$ cat config.mk
export PLATFORM = sky130hd
export DESIGN_NAME = encap_packet
export DESIGN_NICKNAME = d
export VERILOG_FILES = /design/src/rtl/encap_pkg.sv /design/src/rtl/encap_frame_slice.sv /design/src/rtl/encap_packet.sv
export SDC_FILE = /design/constraint.sdc
export NUM_CORES = 2
export LEC_CHECK = 0
export BUFFER_PORTS_ARGS = -buffer_cell sky130_fd_sc_hd__buf_2
export CAP_MARGIN = 20
export CORE_AREA = 5 5 429 431
export CTS_CLUSTER_SIZE = 14
export DETAILED_ROUTE_END_ITERATION = 8
export DIE_AREA = 0 0 434 436
export GPL_ROUTABILITY_DRIVEN = 0
export GPL_TIMING_DRIVEN = 0
export PLACE_DENSITY = 0.6
export SYNTH_ARGS = -nofsm -noshare
export SYNTH_HDL_FRONTEND = slang
export SYNTH_SLANG_ARGS = --single-unit
$ cat constraint.sdc
create_clock -name clk -period 2.6 [get_ports clk]
set_input_delay 0.13 -clock clk [delete_from_list [all_inputs] [get_ports clk]]
set_output_delay 0.13 -clock clk [all_outputs]
set_load 0.01 [all_outputs]
$ cat src/rtl/encap_pkg.sv
// Shared constants and types for the DFX-to-Aurora packet encapsulator.
// Geometry: 1034-bit word -> 18 frames of 55 payload bits + one of 44 bits.
package encap_pkg;

   localparam int DATA_WIDTH        = 1024;
   localparam int ADDR_WIDTH        = 10;
   localparam int DATA_DFX_WIDTH    = DATA_WIDTH + ADDR_WIDTH;
   localparam int AURORA_DATA_WIDTH = 64;

   localparam int FRAME_PAYLOAD = 55;
   localparam int NUM_FRAMES    = 19;
   localparam int LAST_PAYLOAD  = 44;
   localparam int HDR_WIDTH     = 9;
   localparam int HDR_SOF_BIT   = 8;
   localparam int HDR_EOF_BIT   = 7;
   localparam int HDR_IDX_LSB   = 2;

   localparam int CNT_W = 5;
   localparam logic [CNT_W-1:0] LAST_FRAME = CNT_W'(NUM_FRAMES - 1);

   typedef enum logic {
      IDLE = 1'b0,
      SEND = 1'b1
   } state_e;

endpackage

$ cat src/rtl/encap_frame_slice.sv
// Combinational frame builder: selects the payload slice for frame_cnt and
// prepends the SOF/EOF/index header (plus parity when ENCAP_PARITY_EN is defined).
module encap_frame_slice
   import encap_pkg::*;
(
   input  logic [DATA_DFX_WIDTH-1:0]    word,
   input  logic [CNT_W-1:0]             frame_cnt,
   output logic [AURORA_DATA_WIDTH-1:0] frame
);

   logic [FRAME_PAYLOAD-1:0] payload_arr [NUM_FRAMES];
   logic [FRAME_PAYLOAD-1:0] payload;
   logic [HDR_WIDTH-1:0]     hdr;

   genvar gi;
   generate
      for (gi = 0; gi < NUM_FRAMES - 1; gi++) begin : g_full
         assign payload_arr[gi] = word[gi*FRAME_PAYLOAD +: FRAME_PAYLOAD];
      end
   endgenerate

   // The last frame carries only the top 44 bits; its upper payload bits are zero.
   assign payload_arr[NUM_FRAMES-1] =
      {{(FRAME_PAYLOAD-LAST_PAYLOAD){1'b0}}, word[DATA_DFX_WIDTH-1 -: LAST_PAYLOAD]};

   always_comb begin
      payload = '0;
      if (frame_cnt <= LAST_FRAME) begin
         payload = payload_arr[frame_cnt];
      end
      hdr = '0;
      hdr[HDR_SOF_BIT] = (frame_cnt == '0);
      hdr[HDR_EOF_BIT] = (frame_cnt == LAST_FRAME);
      hdr[HDR_IDX_LSB +: CNT_W] = frame_cnt;
      frame = {payload, hdr};
`ifdef ENCAP_PARITY_EN
      frame[0] = ^frame[AURORA_DATA_WIDTH-1:1];
`endif
   end

endmodule

$ cat src/rtl/encap_packet.sv
// Serialises one 1034-bit DFX word into 19 registered 64-bit Aurora frames.
// Optional header parity bit is enabled by defining ENCAP_PARITY_EN.
module encap_packet
   import encap_pkg::*;
#(
   parameter int DATA_WIDTH_P        = DATA_WIDTH,
   parameter int ADDR_WIDTH_P        = ADDR_WIDTH,
   parameter int DATA_DFX_WIDTH_P    = DATA_WIDTH_P + ADDR_WIDTH_P,
   parameter int AURORA_DATA_WIDTH_P = AURORA_DATA_WIDTH
) (
   input  logic                           clk,
   input  logic                           rst_n,
   input  logic [DATA_DFX_WIDTH_P-1:0]    data_dfx_in,
   input  logic                           in_valid,
   output logic                           in_ready,
   output logic [AURORA_DATA_WIDTH_P-1:0] tx_tdata,
   output logic                           tx_tvalid,
   output logic                           tx_tlast,
   input  logic                           tx_tready,
   output logic                           busy,
   output logic                           done_encap_pkt
);

   state_e                         state_q, state_d;
   logic [CNT_W-1:0]               frame_cnt_q, frame_cnt_d;
   logic [DATA_DFX_WIDTH_P-1:0]    word_q, word_d;
   logic [AURORA_DATA_WIDTH_P-1:0] tdata_q, tdata_d;
   logic                           tvalid_q, tvalid_d;
   logic                           tlast_q, tlast_d;
   logic                           done_q, done_d;
   logic [AURORA_DATA_WIDTH_P-1:0] next_frame;
   logic                           handshake;
   logic                           accept;

   // Frame is built from the *next* word/count so the output stage stays registered.
   encap_frame_slice u_slice (
      .word      (word_d),
      .frame_cnt (frame_cnt_d),
      .frame     (next_frame)
   );

   assign handshake = tvalid_q && tx_tready;
   assign in_ready  = (state_q == IDLE) ||
                      ((state_q == SEND) && (frame_cnt_q == LAST_FRAME) && tx_tready);
   assign accept    = in_valid && in_ready;

   always_comb begin
      state_d     = state_q;
      frame_cnt_d = frame_cnt_q;
      word_d      = word_q;
      done_d      = 1'b0;
      case (state_q)
         IDLE: begin
            if (accept) begin
               state_d     = SEND;
               frame_cnt_d = '0;
               word_d      = data_dfx_in;
            end
         end
         SEND: begin
            if (handshake) begin
               if (frame_cnt_q == LAST_FRAME) begin
                  done_d      = 1'b1;
                  frame_cnt_d = '0;
                  if (accept) begin
                     word_d = data_dfx_in;
                  end else begin
                     state_d = IDLE;
                  end
               end else begin
                  frame_cnt_d = frame_cnt_q + CNT_W'(1);
               end
            end
         end
         default: state_d = IDLE;
      endcase

      tvalid_d = (state_d == SEND);
      tlast_d  = tvalid_d && (frame_cnt_d == LAST_FRAME);
      tdata_d  = tvalid_d ? next_frame : '0;
   end

   always_ff @(posedge clk or negedge rst_n) begin
      if (!rst_n) begin
         state_q     <= IDLE;
         frame_cnt_q <= '0;
         word_q      <= '0;
         tdata_q     <= '0;
         tvalid_q    <= 1'b0;
         tlast_q     <= 1'b0;
         done_q      <= 1'b0;
      end else begin
         state_q     <= state_d;
         frame_cnt_q <= frame_cnt_d;
         word_q      <= word_d;
         tdata_q     <= tdata_d;
         tvalid_q    <= tvalid_d;
         tlast_q     <= tlast_d;
         done_q      <= done_d;
      end
   end

   assign tx_tdata       = tdata_q;
   assign tx_tvalid      = tvalid_q;
   assign tx_tlast       = tlast_q;
   assign busy           = (state_q == SEND);
   assign done_encap_pkt = done_q;

endmodule

==> results.txt <==
Port buffering added 1,104 buffers. Clock tree synthesis inserted a total of 134 buffers. TritonCTS built the clock tree.

For the first-pass iteration count of the detailed router, the log shows 9. The startpoint identified for the worst register-to-register timing path is frame_cnt_q[0]. The tools report the register area share after synthesis as 52.7%. The detailed route wirelength on metal2 is 153 mm, and the number of antenna violations at the first check in global routing is 138.

Measured along the x axis, the die boundary spans 434 um. The number of filler instances in the final layout was 16,700; the final critical-path required period was 3.66 ns. The total number of nets in the final design is 9,848, and the proportion of synthesized flip-flops having asynchronous set or reset is 100%.

H-tree depth reported by CTS: 4. Once layout is complete, the utilization of the core stands at 45.9%. Yosys mapped a number of flops with a built-in enable equal to 0. The number of warnings reported in the yosys synthesis log is 0. The tree built by TritonCTS fans out to 1,103 sinks. The data arrival at the endpoint of the critical path is 4.39 ns, and the distinct cell type count of the synthesized netlist is 58.

Counting along the longest clock path gives a buffer depth of 3. The highest layer touched by signal routing is met5. The initial utilization of the core area, before any placement, comes to 29.1%. The worst supply voltage drop on vdd is 0.665 mV, and the portion of synthesized cell area occupied by the leading cell type is 52.7%. Static leakage power: 41.9 nW. Number of synthesized register bits: 1,103. Clock-pin slew was measured on the worst setup and hold paths at 0.06 ns.

The maximum clock frequency is 274 MHz. For the number of slew-limit violations in the final report, the log shows 0. The share of the cycle needed by the critical path after routing is 141%. The tools report the number of setup violations in the final report as 1,020.

The critical path is of the reg -> reg type. The cell area that synthesis handed to floorplanning was 0.0524 sq mm. The worst clock skew is 0.0385 ns, and the detailed-placement wirelength estimate is 253 mm. For this block, the via count after detailed routing is 61,600.

In this run the tightest slew margin relative to its limit is 12.2%. The commonest cells after synthesis are 3,453 x sky130_fd_sc_hd__nand2_1, 1,103 x sky130_fd_sc_hd__dfrtp_1, 277 x sky130_fd_sc_hd__buf_2. The largest total area in the synthesized netlist belongs to sky130_fd_sc_hd__dfrtp_1. Summed over all layers, the routed wires come to 345 mm. In the post-synthesis netlist, the biggest area contributors are sky130_fd_sc_hd__dfrtp_1 53%, sky130_fd_sc_hd__nand2_1 25%, sky130_fd_sc_hd__mux2i_1 5.1%, sky130_fd_sc_hd__buf_2 2.6%, sky130_fd_sc_hd__o21ai_0 1.9%. The number of global-route vias before repair was 60,300; the average size of a mapped cell was 8.30 sq um. Pin placement for this block handled 1,107 I/O pins. The floorplan step defined a core boundary enclosing 0.180 sq mm. Required time at the worst-slack endpoint: 3.33 ns.

The run finished, with violations left. The tightest min-delay check is of the in -> reg type. Total die area: 0.189 sq mm. The hold violation count in the final report is 0, and the initial detailed-routing violation count is 7,488. After technology mapping, the gate count stands at 6,313. The synthesis-to-layout area growth works out to 57.5%. For this design the ratio of total power to cell area is 1110 mW/mm^2. Pin count of the biggest net entering global routing: 166. The worst setup path is launched from a flip-flop. For the latest clock arrival within the worst-skew pair, the log shows 0.82 ns.

Setup repair after global routing could not meet its margin everywhere. The first global-routing pass estimated 455 mm of wire. Of all nets on the critical path, the largest fanout is 5. The worst hold-check slack was 0.0622 ns; the met3 wire length was 34.5 mm. For the number of rows in the core area, the log shows 156. The post-route met1 wirelength was 125 mm. The worst setup path is captured at a flip-flop.

Summed over all layers, the global routing overflow is 0. The final reports fail on DRC, setup timing. CTS placed an instance of sky130_fd_sc_hd__clkbuf_16 at the clock tree root.

The floorplan step set the die height to 436 um. The startpoint identified for the worst hold timing path is data_dfx_in[243]. The critical path starts at frame_cnt_q[0]. The tool flagged a number of max-cap violations equal to 0. Main flop type after synthesis: sky130_fd_sc_hd__dfrtp_1. In the final layout, the share of cells above drive strength 1 is 26.2%. For the pin with the worst max-slew slack, the measured transition is 1.32 ns.

For the number of routed nets with antenna violations, the log shows 0. The least setup slack across all paths after layout was -1.06 ns. Global routing used 34.4% of the available tracks.

The library cell with the highest instance count after synthesis is sky130_fd_sc_hd__nand2_1. The routed length per placed instance is 30.3 um. After detailed routing, the number of vias per cell comes to 5.41.

In the routed design, unresolved DRC markers number 9.
-- cells in the final DEF (no fill, tap or decap), types with 20 or more instances in the layout --
| cell | netlist | routed |
|---|---|---|
| sky130_fd_sc_hd__o21ai_0 | 195 | 151 |
| sky130_fd_sc_hd__dlygate4sd3_1 | 0 | 1061 |
| sky130_fd_sc_hd__clkbuf_2 | 0 | 45 |
| sky130_fd_sc_hd__o211ai_1 | 37 | 37 |
| sky130_fd_sc_hd__diode_2 | 0 | 117 |
| sky130_fd_sc_hd__a222oi_1 | 33 | 33 |
| sky130_fd_sc_hd__nand2_2 | 0 | 90 |
| sky130_fd_sc_hd__a221oi_2 | 0 | 27 |
| sky130_fd_sc_hd__nand3_1 | 85 | 76 |
| sky130_fd_sc_hd__buf_6 | 1 | 63 |
| sky130_fd_sc_hd__clkbuf_16 | 0 | 156 |
| sky130_fd_sc_hd__a22o_1 | 35 | 25 |
| sky130_fd_sc_hd__buf_4 | 13 | 149 |
| sky130_fd_sc_hd__buf_8 | 0 | 40 |
| sky130_fd_sc_hd__clkbuf_4 | 0 | 28 |
| sky130_fd_sc_hd__mux2_2 | 68 | 68 |
| sky130_fd_sc_hd__nand2_4 | 0 | 57 |
| sky130_fd_sc_hd__o21a_1 | 36 | 36 |
| sky130_fd_sc_hd__dfrtp_1 | 1103 | 1100 |
| sky130_fd_sc_hd__nand2_1 | 3453 | 3304 |
| sky130_fd_sc_hd__buf_12 | 0 | 60 |
| sky130_fd_sc_hd__clkbuf_8 | 0 | 34 |
| sky130_fd_sc_hd__o21ai_1 | 26 | 32 |
| sky130_fd_sc_hd__clkbuf_1 | 139 | 79 |
| sky130_fd_sc_hd__nor2_1 | 70 | 69 |
| sky130_fd_sc_hd__mux2i_1 | 265 | 255 |
| sky130_fd_sc_hd__a41o_1 | 44 | 44 |
| sky130_fd_sc_hd__a31oi_1 | 66 | 64 |
| sky130_fd_sc_hd__a21oi_1 | 71 | 64 |
| sky130_fd_sc_hd__buf_2 | 277 | 1258 |
| sky130_fd_sc_hd__o21ai_2 | 0 | 30 |
| sky130_fd_sc_hd__a311oi_1 | 41 | 35 |
| sky130_fd_sc_hd__buf_16 | 0 | 20 |
| sky130_fd_sc_hd__nor3_1 | 42 | 20 |
-- final timing paths --
path	to	slack (ns)	depth (start not counted)
max	tx_tdata[18]	-1.06	15
min	word_q[243]	0.06	4
max reg2reg	tx_tdata[18]	-1.06	15
min reg2reg	word_q[463]	0.46	2
max in group asynchronous	tx_tvalid	-0.69	7
min in group asynchronous	word_q[497]	0.58	3
-- worst max-delay path, stage by stage, from the launching register on --
cell	delay, ns
sky130_fd_sc_hd__dfrtp_2	0.43
sky130_fd_sc_hd__inv_2	0.09
sky130_fd_sc_hd__ha_4	0.13
sky130_fd_sc_hd__nand4bb_1	0.13
sky130_fd_sc_hd__buf_6	0.17
sky130_fd_sc_hd__a22oi_4	0.19
sky130_fd_sc_hd__inv_4	0.09
sky130_fd_sc_hd__buf_12	0.15
sky130_fd_sc_hd__buf_16	0.15
sky130_fd_sc_hd__buf_12	0.15
sky130_fd_sc_hd__buf_8	0.12
sky130_fd_sc_hd__buf_4	0.16
sky130_fd_sc_hd__mux2i_1	0.14
sky130_fd_sc_hd__a222oi_1	0.97
sky130_fd_sc_hd__a221oi_2	0.27
sky130_fd_sc_hd__nor3_1	0.21
-- final cells by class --
class	instances	area, sq um	area share [%]
well taps	2370	2970	3.59
clock buffers	191	3790	4.59
flip-flops and latches	1103	27600	33.5
repair buffers	2360	18700	22.7
diodes	117	293	0.355
inverters	17	82.6	0.100
plain buffers	448	3730	4.52
clock inverters	39	527	0.638
multi-input cells	4744	24800	30.0
-- flip-flops by register name, summed over array words and instances (netlist names) --
name / count
word_q: 1034
tx_tdata: 62
frame_cnt_q: 5
done_encap_pkt: 1
tx_tvalid: 1
-- layer usage --
layer | track usage [%] | vias up
met3 | 9.35 | 1575
met2 | 53.1 | 4553
met1 | 40.7 | 29700
met4 | 26.1 | 40
met5 | 0.0768 | -
li1 | - | 25800
-- power breakdown --
part           switching, mW  internal, mW  leakage [nW]  total, mW
registers               4.63          25.7          13.8       30.3
clock network           8.23          10.8          2.10       19.0
logic                   27.1          15.3          26.0       42.4
-- metrics by stage --
| step | std cells | TNS, ns | cell area, sq um | setup slack [ns] | total power, mW |
|---|---|---|---|---|---|
| 4_1_cts | 11200 | -293.46 | 79000 | -0.962 | 87.6 |
| 5_1_grt | 11400 | -499.85 | 82400 | -1.04 | 95.3 |
| 6_report | 11400 | -399.45 | 82500 | -1.06 | 91.8 |
| 3_3_place_gp | 9788 | - | 60900 | -23.56 | 62.3 |
| 3_5_place_dp | 9832 | -1817.37 | 61500 | -2.65 | 64.1 |
| 2_1_floorplan | 6314 | 0 | 52400 | 0.0177 | 46.5 |
-- what timing repair did --
action                                 in CTS  in global routing
gates resized for setup                   518                690
setup endpoints to repair                1090               1011
pin swaps                                  46                244
setup buffers                              76                 56
endpoints found under the hold margin    1592                196
gates cloned                                1                 19
hold buffers                             1059                  4
-- logic make-up after synthesis --
group / share of synthesized area, %
DFF: 52.7
and+or+nand+nor: 27.4
xor gates and xnor gates: 0.0167
buffers and inverters: 4.12
adders and majority gates: 0.0478
other: 0.00716
AOI/OAI and AO/OA: 9.22
muxes: 6.52
(Power assumes the default switching activity.)
